## config.mk

```make
export PLATFORM = sky130hd
export DESIGN_NAME = openddr_apb_regfile
export DESIGN_NICKNAME = d
export VERILOG_FILES = /design/src/rtl/openddr_pkg.sv /design/src/rtl/openddr_w1c_status.sv /design/src/rtl/openddr_apb_regfile.sv
export SDC_FILE = /design/constraint.sdc
export NUM_CORES = 2
export LEC_CHECK = 0
export ABC_CLOCK_PERIOD_IN_PS = 2400
export CAP_MARGIN = 20
export CORE_AREA = 2 2 540 542
export CTS_CLUSTER_SIZE = 25
export DETAILED_ROUTE_END_ITERATION = 16
export DIE_AREA = 0 0 542 544
export REMOVE_ABC_BUFFERS = 1
export SKIP_CTS_REPAIR_TIMING = 1
export SLEW_MARGIN = 5
export SYNTH_ARGS = -nofsm -noshare
export SYNTH_HDL_FRONTEND = slang
export SYNTH_SLANG_ARGS = --single-unit
```

## constraint.sdc

```tcl
create_clock -name clk -period 2.4 [get_ports clk]
set_input_delay 0.24 -clock clk [delete_from_list [all_inputs] [get_ports clk]]
set_output_delay 0.24 -clock clk [all_outputs]
set_load 0.01 [all_outputs]
```

## src/rtl/openddr_pkg.sv

```systemverilog
// openddr_pkg: shared APB register-file types and helpers for the OpenDDR controller.
// The optional byte-strobe feature of openddr_apb_regfile is selected by the
// OPENDDR_APB_PSTRB_EN macro.
package openddr_pkg;

  localparam int APB_MAX_WAIT = 15;
  localparam int APB_WAIT_W   = 4;

  typedef enum logic [1:0] {
    APB_OK,
    APB_MISALIGN,
    APB_RANGE,
    APB_STRB
  } apb_err_t;

  // Word index and byte offset of a bus address.
  typedef struct packed {
    logic [31:0] idx;
    logic [2:0]  off;
  } apb_addr_split_t;

  // Splits a byte address into its word index and the byte offset within the
  // word. off_w is log2 of the bytes per word (2 for 32-bit, 3 for 64-bit).
  function automatic apb_addr_split_t apb_split_addr(input logic [63:0] addr,
                                                     input int unsigned off_w);
    apb_addr_split_t s;
    s.idx = 32'(addr >> off_w);
    s.off = 3'(addr) & ((3'(1) << off_w) - 3'(1));
    return s;
  endfunction

endpackage

```

## src/rtl/openddr_w1c_status.sv

```systemverilog
// openddr_w1c_status: sticky status bits with write-1-to-clear and an
// interrupt reduction. A set pulse and a clear on the same bit in the same
// cycle leave the bit set.
module openddr_w1c_status
  import openddr_pkg::*;
#(
  parameter int DATA_W = 32,
  parameter int NUM_ST = 8
) (
  input  logic                     clk,
  input  logic                     rst_n,
  input  logic [NUM_ST*DATA_W-1:0] st_set,
  input  logic [NUM_ST*DATA_W-1:0] st_clr,
  output logic [NUM_ST*DATA_W-1:0] st_q,
  output logic                     irq
);

  logic [NUM_ST*DATA_W-1:0] st_d;

  // Next status: clear first, then OR in the set pulses so a set always wins.
  always_comb begin
    st_d = (st_q & ~st_clr) | st_set;
  end

  // Status storage.
  always_ff @(posedge clk or negedge rst_n) begin
    if (!rst_n) begin
      st_q <= '0;
    end else begin
      st_q <= st_d;
    end
  end

  assign irq = |st_q;

endmodule

```

## src/rtl/openddr_apb_regfile.sv

```systemverilog
// openddr_apb_regfile: APB4 slave with NUM_RW read/write configuration
// registers followed by NUM_ST sticky W1C status registers, programmable wait
// states and error response. Defining OPENDDR_APB_PSTRB_EN adds the pstrb
// port, byte-masked writes and an error on reads carrying nonzero strobes.
module openddr_apb_regfile
  import openddr_pkg::*;
#(
  parameter int ADDR_W      = 10,
  parameter int DATA_W      = 32,
  parameter int NUM_RW      = 32,
  parameter int NUM_ST      = 8,
  parameter int WAIT_STATES = 0,
  parameter logic [NUM_RW*DATA_W-1:0] RST_VAL = '0
) (
  input  logic                     clk,
  input  logic                     rst_n,
  input  logic                     psel,
  input  logic                     penable,
  input  logic                     pwrite,
  input  logic [ADDR_W-1:0]        paddr,
  input  logic [DATA_W-1:0]        pwdata,
`ifdef OPENDDR_APB_PSTRB_EN
  input  logic [DATA_W/8-1:0]      pstrb,
`endif
  output logic [DATA_W-1:0]        prdata,
  output logic                     pready,
  output logic                     pslverr,
  output logic [NUM_RW*DATA_W-1:0] cfg_q,
  output logic [NUM_RW-1:0]        cfg_wr_stb,
  input  logic [NUM_ST*DATA_W-1:0] st_set,
  output logic                     irq
);

  localparam int STRB_W  = DATA_W / 8;
  localparam int OFF_W   = $clog2(STRB_W);
  localparam int NUM_REG = NUM_RW + NUM_ST;
  localparam logic [APB_WAIT_W-1:0] WAIT_L = APB_WAIT_W'(WAIT_STATES);

  logic [APB_WAIT_W-1:0]    wait_cnt_q, wait_cnt_d;
  logic [NUM_RW*DATA_W-1:0] cfg_d;
  logic [NUM_RW-1:0]        cfg_wr_stb_q, cfg_wr_stb_d;
  logic [NUM_ST*DATA_W-1:0] st_q;
  logic [NUM_ST*DATA_W-1:0] st_clr;

  logic [STRB_W-1:0]  strb_w;
  logic [DATA_W-1:0]  wmask;
  apb_addr_split_t    split;
  apb_err_t           err;
  logic               access;
  logic               pready_w;
  logic               wr_ok;
  logic               rd_ok;
  logic [DATA_W-1:0]  prdata_w;

`ifdef OPENDDR_APB_PSTRB_EN
  assign strb_w = pstrb;
`else
  // Without strobes every write covers the whole word.
  assign strb_w = '1;
`endif

  assign split  = apb_split_addr(64'(paddr), OFF_W);
  assign access = psel & penable;
  // Gated by rst_n so a transfer held on the bus during reset never completes.
  assign pready_w = rst_n & access & (wait_cnt_q == WAIT_L);

  // Expand byte strobes into a bit mask.
  always_comb begin
    wmask = '0;
    for (int b = 0; b < STRB_W; b++) begin
      wmask[b*8 +: 8] = {8{strb_w[b]}};
    end
  end

  // Error cause for the current access, in priority order.
  always_comb begin
    err = APB_OK;
    if (split.off != '0) begin
      err = APB_MISALIGN;
    end else if (split.idx >= 32'(NUM_REG)) begin
      err = APB_RANGE;
`ifdef OPENDDR_APB_PSTRB_EN
    end else if (!pwrite && (pstrb != '0)) begin
      err = APB_STRB;
`endif
    end
  end

  assign wr_ok = pready_w & pwrite  & (err == APB_OK);
  assign rd_ok = pready_w & ~pwrite & (err == APB_OK);

  // Wait counter: counts access cycles until pready; cleared when the
  // transfer completes or when psel drops (abort).
  always_comb begin
    wait_cnt_d = wait_cnt_q;
    if (!psel || pready_w) begin
      wait_cnt_d = '0;
    end else if (access) begin
      wait_cnt_d = wait_cnt_q + APB_WAIT_W'(1);
    end
  end

  // Next config image and write strobes for an error-free write on pready.
  always_comb begin
    cfg_d        = cfg_q;
    cfg_wr_stb_d = '0;
    for (int i = 0; i < NUM_RW; i++) begin
      if (wr_ok && (split.idx == 32'(i))) begin
        cfg_d[i*DATA_W +: DATA_W] = (cfg_q[i*DATA_W +: DATA_W] & ~wmask) |
                                    (pwdata & wmask);
        cfg_wr_stb_d[i]           = 1'b1;
      end
    end
  end

  // W1C clear mask for an error-free write into the status region.
  always_comb begin
    st_clr = '0;
    for (int j = 0; j < NUM_ST; j++) begin
      if (wr_ok && (split.idx == 32'(NUM_RW + j))) begin
        st_clr[j*DATA_W +: DATA_W] = pwdata & wmask;
      end
    end
  end

  // Read mux; status reads see the value before this cycle's set/clear.
  always_comb begin
    prdata_w = '0;
    if (rd_ok) begin
      for (int i = 0; i < NUM_RW; i++) begin
        if (split.idx == 32'(i)) begin
          prdata_w = cfg_q[i*DATA_W +: DATA_W];
        end
      end
      for (int j = 0; j < NUM_ST; j++) begin
        if (split.idx == 32'(NUM_RW + j)) begin
          prdata_w = st_q[j*DATA_W +: DATA_W];
        end
      end
    end
  end

  // Wait counter, config registers and write strobes.
  always_ff @(posedge clk or negedge rst_n) begin
    if (!rst_n) begin
      wait_cnt_q   <= '0;
      cfg_q        <= RST_VAL;
      cfg_wr_stb_q <= '0;
    end else begin
      wait_cnt_q   <= wait_cnt_d;
      cfg_q        <= cfg_d;
      cfg_wr_stb_q <= cfg_wr_stb_d;
    end
  end

  openddr_w1c_status #(
    .DATA_W (DATA_W),
    .NUM_ST (NUM_ST)
  ) u_status (
    .clk    (clk),
    .rst_n  (rst_n),
    .st_set (st_set),
    .st_clr (st_clr),
    .st_q   (st_q),
    .irq    (irq)
  );

  assign prdata     = prdata_w;
  assign pready     = pready_w;
  assign pslverr    = pready_w & (err != APB_OK);
  assign cfg_wr_stb = cfg_wr_stb_q;

endmodule

```

==> results.md <==
* Reg-to-Reg Start: wait_cnt_q[0]
* Share of layout cells above drive strength 1 at a little over two fifths
* Worst Path Arrival at ~3600 ps
* DR vias at between 60000 and 70000
* Initial Utilization at a little over a fifth
* Total GRT Usage at ~37%
* Final Core Density at about 37%
* Critical Path Sink Type: output pin
* Io pins at between 1000 and 1500
* Die H at 544 µm
* # nets final at 8953
* Ys flop type: dfrtp_1
* Top cell type's share of synthesized area at 54.1%
* Routed WL at between 500000 and 600000 µm
* Placement Rows at about 200
* Die width at between 500 and 600 µm
* Final WS setup at -1410 ps
* Synth Instances at ~5300
* CP Launch Type: flip-flop
* Worst VDD drop at about 0.48 mV
* Warnings from Yosys at 0
* Critical Path RT at around 2200 ps
* Final Setup Violations at between 1000 and 1500
* Maximum Capacitance Violations at 0
* Area Growth Syn to Fin at 74.6%
* EDFF count, synth at 0
* Latest clock arrival within the worst-skew pair at a little over 900 ps
* Root Buffer: clkbuf_16
* Worst hold slack at -29.4 ps
* Setup TNS at -251010 ps
* Post-route insts no fill at 12620
* Async SR Flop Fraction at 100%
* Critical path peak fanout at 2
* Failing checks: negative hold slack, negative setup slack
* Drt first-iter violations at between 8000 and 9000
* Worst slew pin tran at approximately 1200 ps
* GP Congestion at roughly 1.0
* Die area at a little under 0.3 mm²
* CTS Buffer Depth at 4
* Final period util at 159%
* Fin Clk Skew at between 20 and 30 ps
* TritonRoute pass-1 iters at 6
* Yosys cell types at 94
* Post-synth top area cell: dfrtp_1
* H-tree lvl count at 4
* DPL Wire Length at between 400000 and 500000 µm
* CTS tree: built
* Crit path from: cfg_q[399]
* Routed len/inst at roughly 44 µm
* Vias in the first global route at ~64000
* Drt via density at roughly 5.2
* Outcome: finished, violations left
* Pwr Density at roughly 510 mW/mm²
* Largest net degree at the start of global routing at 182
* Clock slew at reported path FFs at about 70 ps
* Kind of critical path: reg -> out
* Port bufs at roughly 1400
* Hold Path Depth at 2
* Sequential area share after synthesis at 54.1%
* Register bit total from synthesis at ~1300
* Slew HR at between 20 and 25%
* Post-synth top cells: dfrtp_1 (1316), mux2_2 (903), nand2_1 (816)
* CTS Buf Count at between 150 and 200
* FF-to-FF path depth at 13
* HP Start: st_set[121]
* RSZ-0062 raised after global routing: true
* Post-placement cell count at between 10000 and 15000
* Synthesized area at between 0.06 and 0.07 mm²
* Leak at about 0.048 µW
* Hold Violations, Final at 6
* Antenna Violating Nets Remaining at 0
* Mean Syn Cell Area at between 10 and 15 µm²
* Synth area leaders: dfrtp_1 (54%), mux2_2 (17%), nand2_1 (5.0%), a21o_1 (3.2%), a22oi_1 (2.2%)
* Most frequent cell after synthesis: dfrtp_1
* Antenna violations before repair at 90
* Fin. max-slew vios at 0
* Pre-CTS worst setup slack at -2530 ps
* Fin crit period at around 3800 ps
* Core area at 0.289 mm²
* Hold Path Class: in -> reg
* First-pass GRT wire length at roughly 700000 µm
* Max Clk Rate at 262 MHz
* Gr ovfl total at 0
* Drt drc at 0
* Sink Count at between 1000 and 1500
worst max-delay path: stages, from the launching register on:
cell	delay, ps
dfrtp_1	420
mux2_4	350
nand2_1	140
a21oi_1	80
buf_4	140
a2111oi_4	440
a31oi_4	230
buf_4	200
o221ai_4	180
a211o_1	170
o221ai_2	140
clkbuf_2	180
final timing paths:
path / endpoint / slack, ps
worst max register to register: cfg_q[488] / -380
worst min-delay path: u_status.st_q[121] / -30
max in group asynchronous: cfg_q[166] / -140
min in group asynchronous: u_status.st_q[190] / 240
worst max-delay path: prdata[15] / -1410
worst min register to register: cfg_q[913] / 520
where the power goes:
part / leakage [µW] / total [µW] / internal [µW] / switching [µW]
logic: 0.0279 / 4420 / 1520 / 2900
registers: 0.0170 / 22200 / 22200 / 8.41
clock network: 0.00281 / 27500 / 16100 / 11400
through the flow:
stage	power, µW	hold slack [ps]	cell area [µm²]
4_1_cts	53900	-430	101000
3_3_place_gp	26500	485	95800
3_5_place_dp	26500	496	95800
5_1_grt	55300	-24.0	106000
6_report	54200	-29.4	106000
2_1_floorplan	23000	-55.6	58700
routing by layer:
| metal | track usage [%] | vias up | part of all wire [%] |
|---|---|---|---|
| met3 | 12.9 | 1005 | 11 |
| met2 | 54.8 | 4424 | 43 |
| met1 | 45.7 | 34583 | 39 |
| li1 | - | 26066 | - |
| met5 | 0 | - | 0.057 |
| met4 | 20.3 | 36 | 6.8 |
kinds of logic after synthesis:
family / share of synthesized area (%)
adder cells (fa/ha/maj): 0.0411
multiplexers: 18.7
buffers and inverters: 3.73
XOR/XNOR: 0.0432
AND/OR/NAND/NOR: 9.97
AO/OA/AOI/OAI: 13.4
flip-flops: 54.1
state kept, by name, indices dropped and copies added (netlist names):
signal	count
cfg_q	1024
cfg_wr_stb	32
u_status.st_q	256
wait_cnt_q	4
placed cells by master (no fill, tap or decap), types with 140 or more instances in the layout:
master / count
dfrtp_1: 1310
clkdlybuf4s50_1: 1311
buf_4: 1784
nand2_1: 791
a22oi_1: 156
mux2_2: 868
buf_12: 243
o21ai_0: 142
dlygate4sd3_1: 184
nor2_1: 140
a21o_1: 261
clkbuf_16: 174
final cells by class:
class | instances | area (µm²)
Fill cell | 28603 | 183000
Timing Repair Buffer | 3654 | 34600
Sequential cell | 1316 | 32900
Multi-Input combinational cell | 3485 | 28100
Clock buffer | 244 | 4920
Tap cell | 3800 | 4750
Clock inverter | 57 | 806
Antenna cell | 44 | 110
Inverter | 20 | 76.3
Power figures use the tool's default switching activity.
